==> src/rtl/crt_csyncsep_if.sv <==
// Port bundle of the composite-sync separator.
// master: the sync source / timing consumer side; slave: the separator itself.
interface crt_csyncsep_if #(
    parameter int LW = 10
);
    logic          onemks;
    logic          csync;
    logic          hs;
    logic          vs;
    logic          vs_start;
    logic [LW-1:0] lines;
    logic          lines_vld;

    modport master (
        output onemks, csync,
        input  hs, vs, vs_start, lines, lines_vld
    );

    modport slave (
        input  onemks, csync,
        output hs, vs, vs_start, lines, lines_vld
    );
endinterface

==> src/rtl/crt_csyncsep.sv <==
// Composite-sync separator: synchronises and deglitches the normalised
// composite sync, classifies each high pulse by its width in 1 us ticks and
// regenerates a line strobe, a vertical sync level, a frame-start strobe and
// an optional lines-per-frame count.
// Optional feature macro: CRT_CSYNCSEP_LINECNT_EN builds the line counter;
// without it `lines` and `lines_vld` are tied to 0.
module crt_csyncsep #(
    parameter int HMAX_US  = 8,
    parameter int VMIN_US  = 16,
    parameter int DEGLITCH = 3,
    parameter int LW       = 10
) (
    input  logic           clk,
    input  logic           reset,
    crt_csyncsep_if.slave  bus
);

    typedef enum logic {
        HSYNC = 1'b0,
        VSYNC = 1'b1
    } state_t;

    localparam logic [2:0] RUN_LAST = 3'(DEGLITCH - 1);
    localparam logic [5:0] VMIN_M1  = 6'(VMIN_US - 1);
    localparam logic [5:0] HMAX_W   = 6'(HMAX_US);
    localparam logic [5:0] WCNT_MAX = 6'd63;

    logic       sync1_q;
    logic       sync2_q;
    logic       cs_f_q;
    logic       cs_f_d;
    logic       cs_f_dly_q;
    logic [2:0] run_q;
    logic [2:0] run_d;
    logic       rise;
    logic       fall;
    logic [5:0] wcnt_q;
    logic [5:0] wcnt_d;
    logic       wcnt_inc;
    logic       vmin_hit;
    logic       hmax_ok;
    state_t     state_q;
    logic       hs_q;
    logic       vs_q;
    logic       vs_start_q;

    // Two-flop synchroniser for the asynchronous composite sync.
    // NOTE: sequential state uses non-blocking assignments so every flop samples pre-edge values.
    always_ff @(posedge clk) begin
        if (reset) begin
            sync1_q <= 1'b0;
            sync2_q <= 1'b0;
        end else begin
            sync1_q <= bus.csync;
            sync2_q <= sync1_q;
        end
    end

    // Deglitch: accept a new level once it has differed for DEGLITCH cycles.
    // NOTE: every output gets a default first so no path leaves it unassigned (no latch).
    always_comb begin
        cs_f_d = cs_f_q;
        run_d  = '0;
        if (sync2_q != cs_f_q) begin
            if (run_q == RUN_LAST) begin
                cs_f_d = sync2_q;
            end else begin
                run_d = run_q + 3'd1;
            end
        end
    end

    // Filtered level, its run counter and the delayed copy used for edge flags.
    always_ff @(posedge clk) begin
        if (reset) begin
            cs_f_q     <= 1'b0;
            run_q      <= '0;
            cs_f_dly_q <= 1'b0;
        end else begin
            cs_f_q     <= cs_f_d;
            run_q      <= run_d;
            cs_f_dly_q <= cs_f_q;
        end
    end

    assign rise = cs_f_q & ~cs_f_dly_q;
    assign fall = ~cs_f_q & cs_f_dly_q;

    // Pulse width in us ticks; the clear on rise wins over a coincident tick.
    assign wcnt_inc = cs_f_q & bus.onemks & ~rise & (wcnt_q != WCNT_MAX);
    assign vmin_hit = wcnt_inc & (wcnt_q == VMIN_M1);
    assign hmax_ok  = (wcnt_q <= HMAX_W);

    // Next width count: clear, count up or hold.
    always_comb begin
        wcnt_d = wcnt_q;
        if (rise) begin
            wcnt_d = '0;
        end else if (wcnt_inc) begin
            wcnt_d = wcnt_q + 6'd1;
        end
    end

    // Width counter register.
    always_ff @(posedge clk) begin
        if (reset) begin
            wcnt_q <= '0;
        end else begin
            wcnt_q <= wcnt_d;
        end
    end

    // Horizontal/vertical classification FSM with registered strobes.
    always_ff @(posedge clk) begin
        if (reset) begin
            state_q    <= HSYNC;
            hs_q       <= 1'b0;
            vs_q       <= 1'b0;
            vs_start_q <= 1'b0;
        end else begin
            hs_q       <= rise;
            vs_start_q <= 1'b0;
            case (state_q)
                HSYNC: begin
                    if (vmin_hit) begin
                        state_q    <= VSYNC;
                        vs_q       <= 1'b1;
                        vs_start_q <= 1'b1;
                    end
                end
                VSYNC: begin
                    // Serrations are long pulses, so only a normal-width
                    // pulse ends the vertical interval.
                    if (fall && hmax_ok) begin
                        state_q <= HSYNC;
                        vs_q    <= 1'b0;
                    end
                end
                default: begin
                    state_q <= HSYNC;
                    vs_q    <= 1'b0;
                end
            endcase
        end
    end

    assign bus.hs       = hs_q;
    assign bus.vs       = vs_q;
    assign bus.vs_start = vs_start_q;

`ifdef CRT_CSYNCSEP_LINECNT_EN
    logic [LW-1:0] lcnt_q;
    logic [LW-1:0] lines_q;
    logic          lines_vld_q;

    // Count line strobes; hand the count over at each frame start.
    always_ff @(posedge clk) begin
        if (reset) begin
            lcnt_q      <= '0;
            lines_q     <= '0;
            lines_vld_q <= 1'b0;
        end else if (vs_start_q) begin
            lines_q     <= lcnt_q;
            lcnt_q      <= '0;
            lines_vld_q <= 1'b1;
        end else if (hs_q && (lcnt_q != {LW{1'b1}})) begin
            lcnt_q <= lcnt_q + 1'b1;
        end
    end

    assign bus.lines     = lines_q;
    assign bus.lines_vld = lines_vld_q;
`else
    assign bus.lines     = {LW{1'b0}};
    assign bus.lines_vld = 1'b0;
`endif

endmodule
==> src/flat_wrapper.sv <==
// flat-port wrapper written by rule: the top's interface ports become plain ports
module crt_csyncsep_flat 
#(
    parameter int HMAX_US  = 8,
    parameter int VMIN_US  = 16,
    parameter int DEGLITCH = 3,
    parameter int LW       = 10
)
  (clk, reset, bus_onemks, bus_csync, bus_hs, bus_vs, bus_vs_start, bus_lines, bus_lines_vld);
  crt_csyncsep_if #(.LW(LW)) bus_i ();
  input  logic clk;
  input  logic reset;
  input wire logic [$bits(bus_i.onemks)-1:0] bus_onemks;
  input wire logic [$bits(bus_i.csync)-1:0] bus_csync;
  output wire logic [$bits(bus_i.hs)-1:0] bus_hs;
  output wire logic [$bits(bus_i.vs)-1:0] bus_vs;
  output wire logic [$bits(bus_i.vs_start)-1:0] bus_vs_start;
  output wire logic [$bits(bus_i.lines)-1:0] bus_lines;
  output wire logic [$bits(bus_i.lines_vld)-1:0] bus_lines_vld;
  assign bus_i.onemks = bus_onemks;
  assign bus_i.csync = bus_csync;
  assign bus_hs = bus_i.hs;
  assign bus_vs = bus_i.vs;
  assign bus_vs_start = bus_i.vs_start;
  assign bus_lines = bus_i.lines;
  assign bus_lines_vld = bus_i.lines_vld;
  crt_csyncsep #(.HMAX_US(HMAX_US), .VMIN_US(VMIN_US), .DEGLITCH(DEGLITCH), .LW(LW)) u_core (.clk(clk), .reset(reset), .bus(bus_i));
endmodule
==> config.mk <==
export PLATFORM = sky130hd
export DESIGN_NAME = crt_csyncsep_flat
export DESIGN_NICKNAME = d
export VERILOG_FILES = /design/src/rtl/crt_csyncsep_if.sv /design/src/rtl/crt_csyncsep.sv /design/src/flat_wrapper.sv
export SDC_FILE = /design/constraint.sdc
export NUM_CORES = 1
export LEC_CHECK = 0
export CAP_MARGIN = 30
export CORE_MARGIN = 2
export CORE_UTILIZATION = 49
export DETAILED_ROUTE_END_ITERATION = 10
export GPL_TIMING_DRIVEN = 0
export PLACE_DENSITY = 0.77
export SYNTH_ARGS = -nofsm -noshare
export SYNTH_HDL_FRONTEND = slang
export SYNTH_SLANG_ARGS = --single-unit
==> constraint.sdc <==
create_clock -name clk -period 1.7 [get_ports clk]
set_input_delay 0.255 -clock clk [delete_from_list [all_inputs] [get_ports clk]]
set_output_delay 0.255 -clock clk [all_outputs]
set_load 0.01 [all_outputs]
### Word level (Yosys, flattened, before mapping)

Index checks and enable logic that the tools add are counted.

| storage, ports and cells | value |
|---|---|
| memory bits (read-only) | 0 |
| bits in latches | 0 |
| memories kept | 0 |
| flip-flop bits (word level) | 17 |
| bits of input ports | 4 |
| logic and storage cells | 42 |
| memory bits (writable) | 0 |

| operators by class | value |
|---|---|
| add/subtract/negate cells | 2 |
| $lt $le $gt $ge | 1 |
| divide/modulo/power cells | 0 |
| bitwise gates (word level) | 11 |
| equality and inequality tests | 6 |
| multiplexer cells | 6 |
| shifts and indexed selects | 0 |
| reductions and logical operators | 6 |
| multiply operators | 0 |

Operators with widths:

| kind | count |
|---|---|
| 6-bit by 1-bit adder with 6-bit output (second input constant) | 1 |
| 1-bit bitwise AND | 6 |
| 6-bit by 4-bit == test with 1-bit output (second input constant) | 1 |
| 6-bit by 4-bit less-or-equal comparator with 1-bit output (second input constant) | 1 |
| 6-bit != test (second input constant) | 1 |
| 1-bit NOT | 5 |
| 1-bit 2-to-1 mux | 4 |
| 1-bit one-hot mux with 2 select lines | 2 |
| 2-bit AND reduction | 2 |
| 2-bit OR reduction | 2 |
| 3-bit by 1-bit adder with 3-bit output (second input constant) | 1 |
| 3-bit by 2-bit == test with 1-bit output (second input constant) | 1 |
| 3-bit OR reduction | 1 |
| 2-bit by 1-bit != test with 1-bit output (second input constant) | 1 |
| 2-bit != test (second input constant) | 1 |
| 1-bit logical AND | 1 |
| 1-bit != test | 1 |

### Longest topological paths before layout

Gate-level depths: netlist of run 1.

| depth | value |
|---|---|
| word-level depth | 8 |
| mapped depth | 5 |

### Least setup slack after synthesis of run 1

No wires, ideal clock.

| timing path | value |
|---|---|
| kind | register -> register |
| from | register u_core.wcnt_q[0] |
| to | register u_core.wcnt_q[0] |
| path slack | 412 ps |
| period minus slack after synthesis | 1288 ps |
| data required time | 1628 ps |
| data arrival time | 1216 ps |
| cell stages (with the launch flop) | 5 |
| cell sequence | dfxtp_1 > ha_1 > and3_1 > a21oi_1 > mux2i_1 |

| between the ends | value |
|---|---|
| cells in the longest elaborated chain, start to end | 2 |
| elaborated cells between the ends (all ways) | 3 |
| classes of those cells | add/sub: 1; eq/ne: 1; bitwise: 1 |

RTL lines:

| what | RTL line | RTL |
|---|---|---|
| from (decl) | crt_csyncsep.sv:37 | `logic [5:0] wcnt_q;` |
| from (signal assigned) | crt_csyncsep.sv:109 | `wcnt_q <= wcnt_d;` |
| branches (longest 2 deep; another with 6-bit by 1-bit adder with 6-bit output) | -- |  |

Parallel ways; which one is timed is not known.
A chain may end at the register's enable or synchronous reset.

### Final worst setup path of run 1

Same ends and word-level chain as after synthesis.

==> results_dict.tcl, run 1 <==
set metrics [dict create \
    area_delta_synth_final_pct 16.0 \
    crit_required_ns 1.92 \
    initial_utilization_pct 51.4 \
    synth_seq_cells 17 \
    swShare_pct 23.9 \
    drv_slew 0 \
    yosysSeqAreaShare_pct 39.2 \
    synth.largest_area_cell "dfxtp_1" \
    cts_hold_buf 0 \
    finalHoldViolations 0 \
    holdPathEnd "u_core.cs_f_dly_q$_SDFF_PP0_" \
    internal-power_mw 0.516 \
    num_rows 15 \
    layoutNonFillerInstCount 131 \
    setup_violations 0 \
    dp_hpwl_um 1060 \
    vias 657 \
    start_kind "flip-flop" \
    r2r_slack_ns 0.17 \
    rsz0062_at_grt "false" \
    ioPinCount 18 \
    synth_top_area_share_pct 39.2 \
    ys_warn_count 0 \
    netlist_instances 95 \
    fin_nets 123 \
    fin_skew_ns 0.00618 \
    cts.reportedPaths.clkPinSlew_ns 0.10 \
    fmax_ghz 0.654 \
    cts_made_buffers 3 \
    r2r_cells 4 \
    dr.first_iter.drc_count 7 \
    grt_usage_pct 15.7 \
    port_buffers 5 \
    p_per_area_mw_per_mm2 673 \
    ir_worst_vdd_v 0.000463 \
    grt_start_max_net_pins 12 \
    routed_wl_um 1450 \
    syn_avg_cell_area_um2 9.14 \
    antenna_cells 0 \
    end_kind "flip-flop" \
    worstHoldPathType "in2reg" \
    yosysMostFrequentCell "dfxtp_1" \
    synthTopCellsByCount "17 x dfxtp_1, 11 x buf_4, 8 x inv_1" \
    vias_per_cell 5.02 \
    setup_ws_ns 0.171 \
    yosysUniqueCellTypes 36 \
    insertion_delay_ns 0.30 \
    cts_resized 0 \
    reg2reg_to "u_core.wcnt_q[0]$_SDFFE_PP0P_" \
    whs_path_depth 2 \
    drive_above_1_share_pct 17.5 \
    synth_ff_type "dfxtp_1" \
    crit-reg2reg-launch "u_core.wcnt_q[0]$_SDFFE_PP0P_" \
    grt_overflow 0 \
    die_y_um 46.1 \
    min-delay-start "reset" \
    grt_pass1_wl_um 2350 \
    cts_tree "done" \
    drc 0 \
    period_needed_ns 1.53 \
    post-place-ws_ns 0.179 \
    gp_congestion 0.776 \
    synthTopCellsByArea "dfxtp_1 39%, buf_4 9.5%, ha_1 5.8%" \
    p_sw_mw 0.162 \
    fp.dieW_um 46.1 \
    power_frac_seq_pct 59.4 \
    drtAntennaViolNets 0 \
    hold-worst-slack_ns 0.302 \
    critPathKind "reg2reg" \
    synth_edf_count 0 \
    netlist_area_um2 868 \
    antenna_found_initial 0 \
    drv_cap 0 \
    status "finished clean" \
    power.static_leakage_nw 0.424 \
    crit_fanout 5 \
    wl_per_cell_um 11.0 \
    grt_pass1_vias 547 \
    clk_path_buf_depth 2 \
    core_region_area_mm2 0.00169 \
    root_buffer "clkbuf_4" \
    n_fill_cell 164 \
    synthArstFlopShare_pct 0 \
    tns_ns 0 \
    finish.utilization_pct 59.6 \
    drtPass1Iterations 6 \
    min_period_over_period_pct 89.9 \
    p_clk_share_pct 33.3 \
    comb_power_share_pct 7.3 \
    cts.sinks 17 \
    postCtsSetupRepairBufs 0 \
    die_area_mm2 0.00212 \
    htree_levels 1 \
    dp.cells 127 \
    worstPathArrival_ns 1.75 \
]
-- per-stage QoR --
stage	cell area [um2]	total power, mW
after floorplan	906	0.452
after global placement	977	0.459
after detailed placement	977	0.460
after CTS	1010	0.681
after global routing	1010	0.711
final	1010	0.678
-- critical path, cell delays in order (launching register included) --
cell and delay (ns):
dfxtp_1 0.37, ha_1 0.26, and3_1 0.24, a21oi_1 0.32, mux2i_1 0.26
-- cells in the final DEF, fill, tap and decap left out, types with 2 or more instances in the layout --
cell type / n
dfxtp_1: 17
buf_4: 11
conb_1: 11
inv_1: 8
o211ai_1: 6
a21oi_1: 5
clkdlybuf4s50_1: 5
nor2b_1: 4
mux2i_1: 4
nor2_1: 4
ha_1: 4
nand3_1: 3
nor3_1: 3
clkbuf_4: 3
nor3b_1: 2
-- power groups by stage --
stage | sequential, mW | combinational (mW) | clock [mW]
after detailed placement | 0.412 | 0.0488 | 0
final | 0.402 | 0.0497 | 0.226
after floorplan | 0.411 | 0.0411 | 0
after global placement | 0.411 | 0.0481 | 0
after CTS | 0.402 | 0.0489 | 0.230
after global routing | 0.403 | 0.0556 | 0.252
-- layer usage --
layer  track usage [%]  wire [um]
met2              23.9        662
met4              10.3         47
met5                 0          0
met1              20.5        684
met3              2.35         51
-- how the worst max path moves through the flow --
stage                                             start                            end  slack [ns]  depth (start not counted)
final                     u_core.wcnt_q[0]$_SDFFE_PP0P_  u_core.wcnt_q[0]$_SDFFE_PP0P_        0.17                          4
after global routing      u_core.wcnt_q[0]$_SDFFE_PP0P_  u_core.wcnt_q[0]$_SDFFE_PP0P_        0.09                          4
after CTS                 u_core.wcnt_q[0]$_SDFFE_PP0P_  u_core.wcnt_q[0]$_SDFFE_PP0P_        0.15                          4
after detailed placement                     bus_onemks  u_core.wcnt_q[0]$_SDFFE_PP0P_        0.18                          4
after global placement                       bus_onemks  u_core.wcnt_q[2]$_SDFFE_PP0P_        0.25                          5
after floorplan           u_core.wcnt_q[0]$_SDFFE_PP0P_  u_core.wcnt_q[0]$_SDFFE_PP0P_        0.41                          4
-- cell families (layout without fill, tap and decap cells) --
group / Yosys count / after routing / share of synthesized area [%]
other: 1 / 11 / 0.432
multiplexers: 4 / 4 / 4.61
flip-flops: 17 / 17 / 39.2
XOR/XNOR: 1 / 1 / 1.01
AND/OR/NAND/NOR: 27 / 27 / 19.2
AO/OA/AOI/OAI: 18 / 18 / 14.1
buffers and inverters: 23 / 32 / 15.7
adder cells (fa/ha/maj): 4 / 4 / 5.76
-- registers in the layout, indices dropped and copies added (netlist names) --
name and count:
u_core.bus.hs 1, u_core.bus.vs 1, u_core.state_q 1, u_core.wcnt_q 6, u_core.cs_f_q 1, u_core.sync1_q 1, u_core.cs_f_dly_q 1, u_core.bus.vs_start 1
u_core.sync2_q 1, u_core.run_q 3
-- final cells by class --
| cell class | instances | area (um2) | share of cell area (%) |
|---|---|---|---|
| multi-input cells | 65 | 429 | 42.6 |
| flip-flops and latches | 17 | 340 | 33.8 |
| clock inverters | 1 | 7.51 | 0.745 |
| inverters | 9 | 33.8 | 3.35 |
| repair buffers | 5 | 50.0 | 4.97 |
| plain buffers | 14 | 103 | 10.2 |
| clock buffers | 3 | 22.5 | 2.24 |
| well taps | 17 | 21.3 | 2.11 |
No activity file was read; power rests on OpenSTA's default activity.
==> inputs of run 2 (changes only) <==
==> constraint.sdc (replaced) <==
create_clock -name clk -period 1.7 [get_ports clk]
set_input_delay 0.17 -clock clk [delete_from_list [all_inputs] [get_ports clk]]
set_output_delay 0.17 -clock clk [all_outputs]
set_load 0.01 [all_outputs]
==> results of run 2 <==
The final DEF is identical to that of run 1. Status: finished clean.
Among the figures that moved: setup slack after placement 0.179 ns -> 0.190 ns; hold slack 0.302 ns -> 0.217 ns
==> inputs of run 3 (changes only) <==
--- a/constraint.sdc
+++ b/constraint.sdc
@@ -3,2 +3,2 @@
 set_output_delay 0.17 -clock clk [all_outputs]
-set_load 0.01 [all_outputs]
+set_load 0.005 [all_outputs]
==> results of run 3 <==
The final DEF is identical to that of run 1. Status: finished clean.
Among the figures that moved: setup slack after placement 0.179 ns -> 0.190 ns; hold slack 0.302 ns -> 0.217 ns; total power 0.678 mW -> 0.672 mW; worst IR drop on VDD 0.000463 V -> 0.000459 V
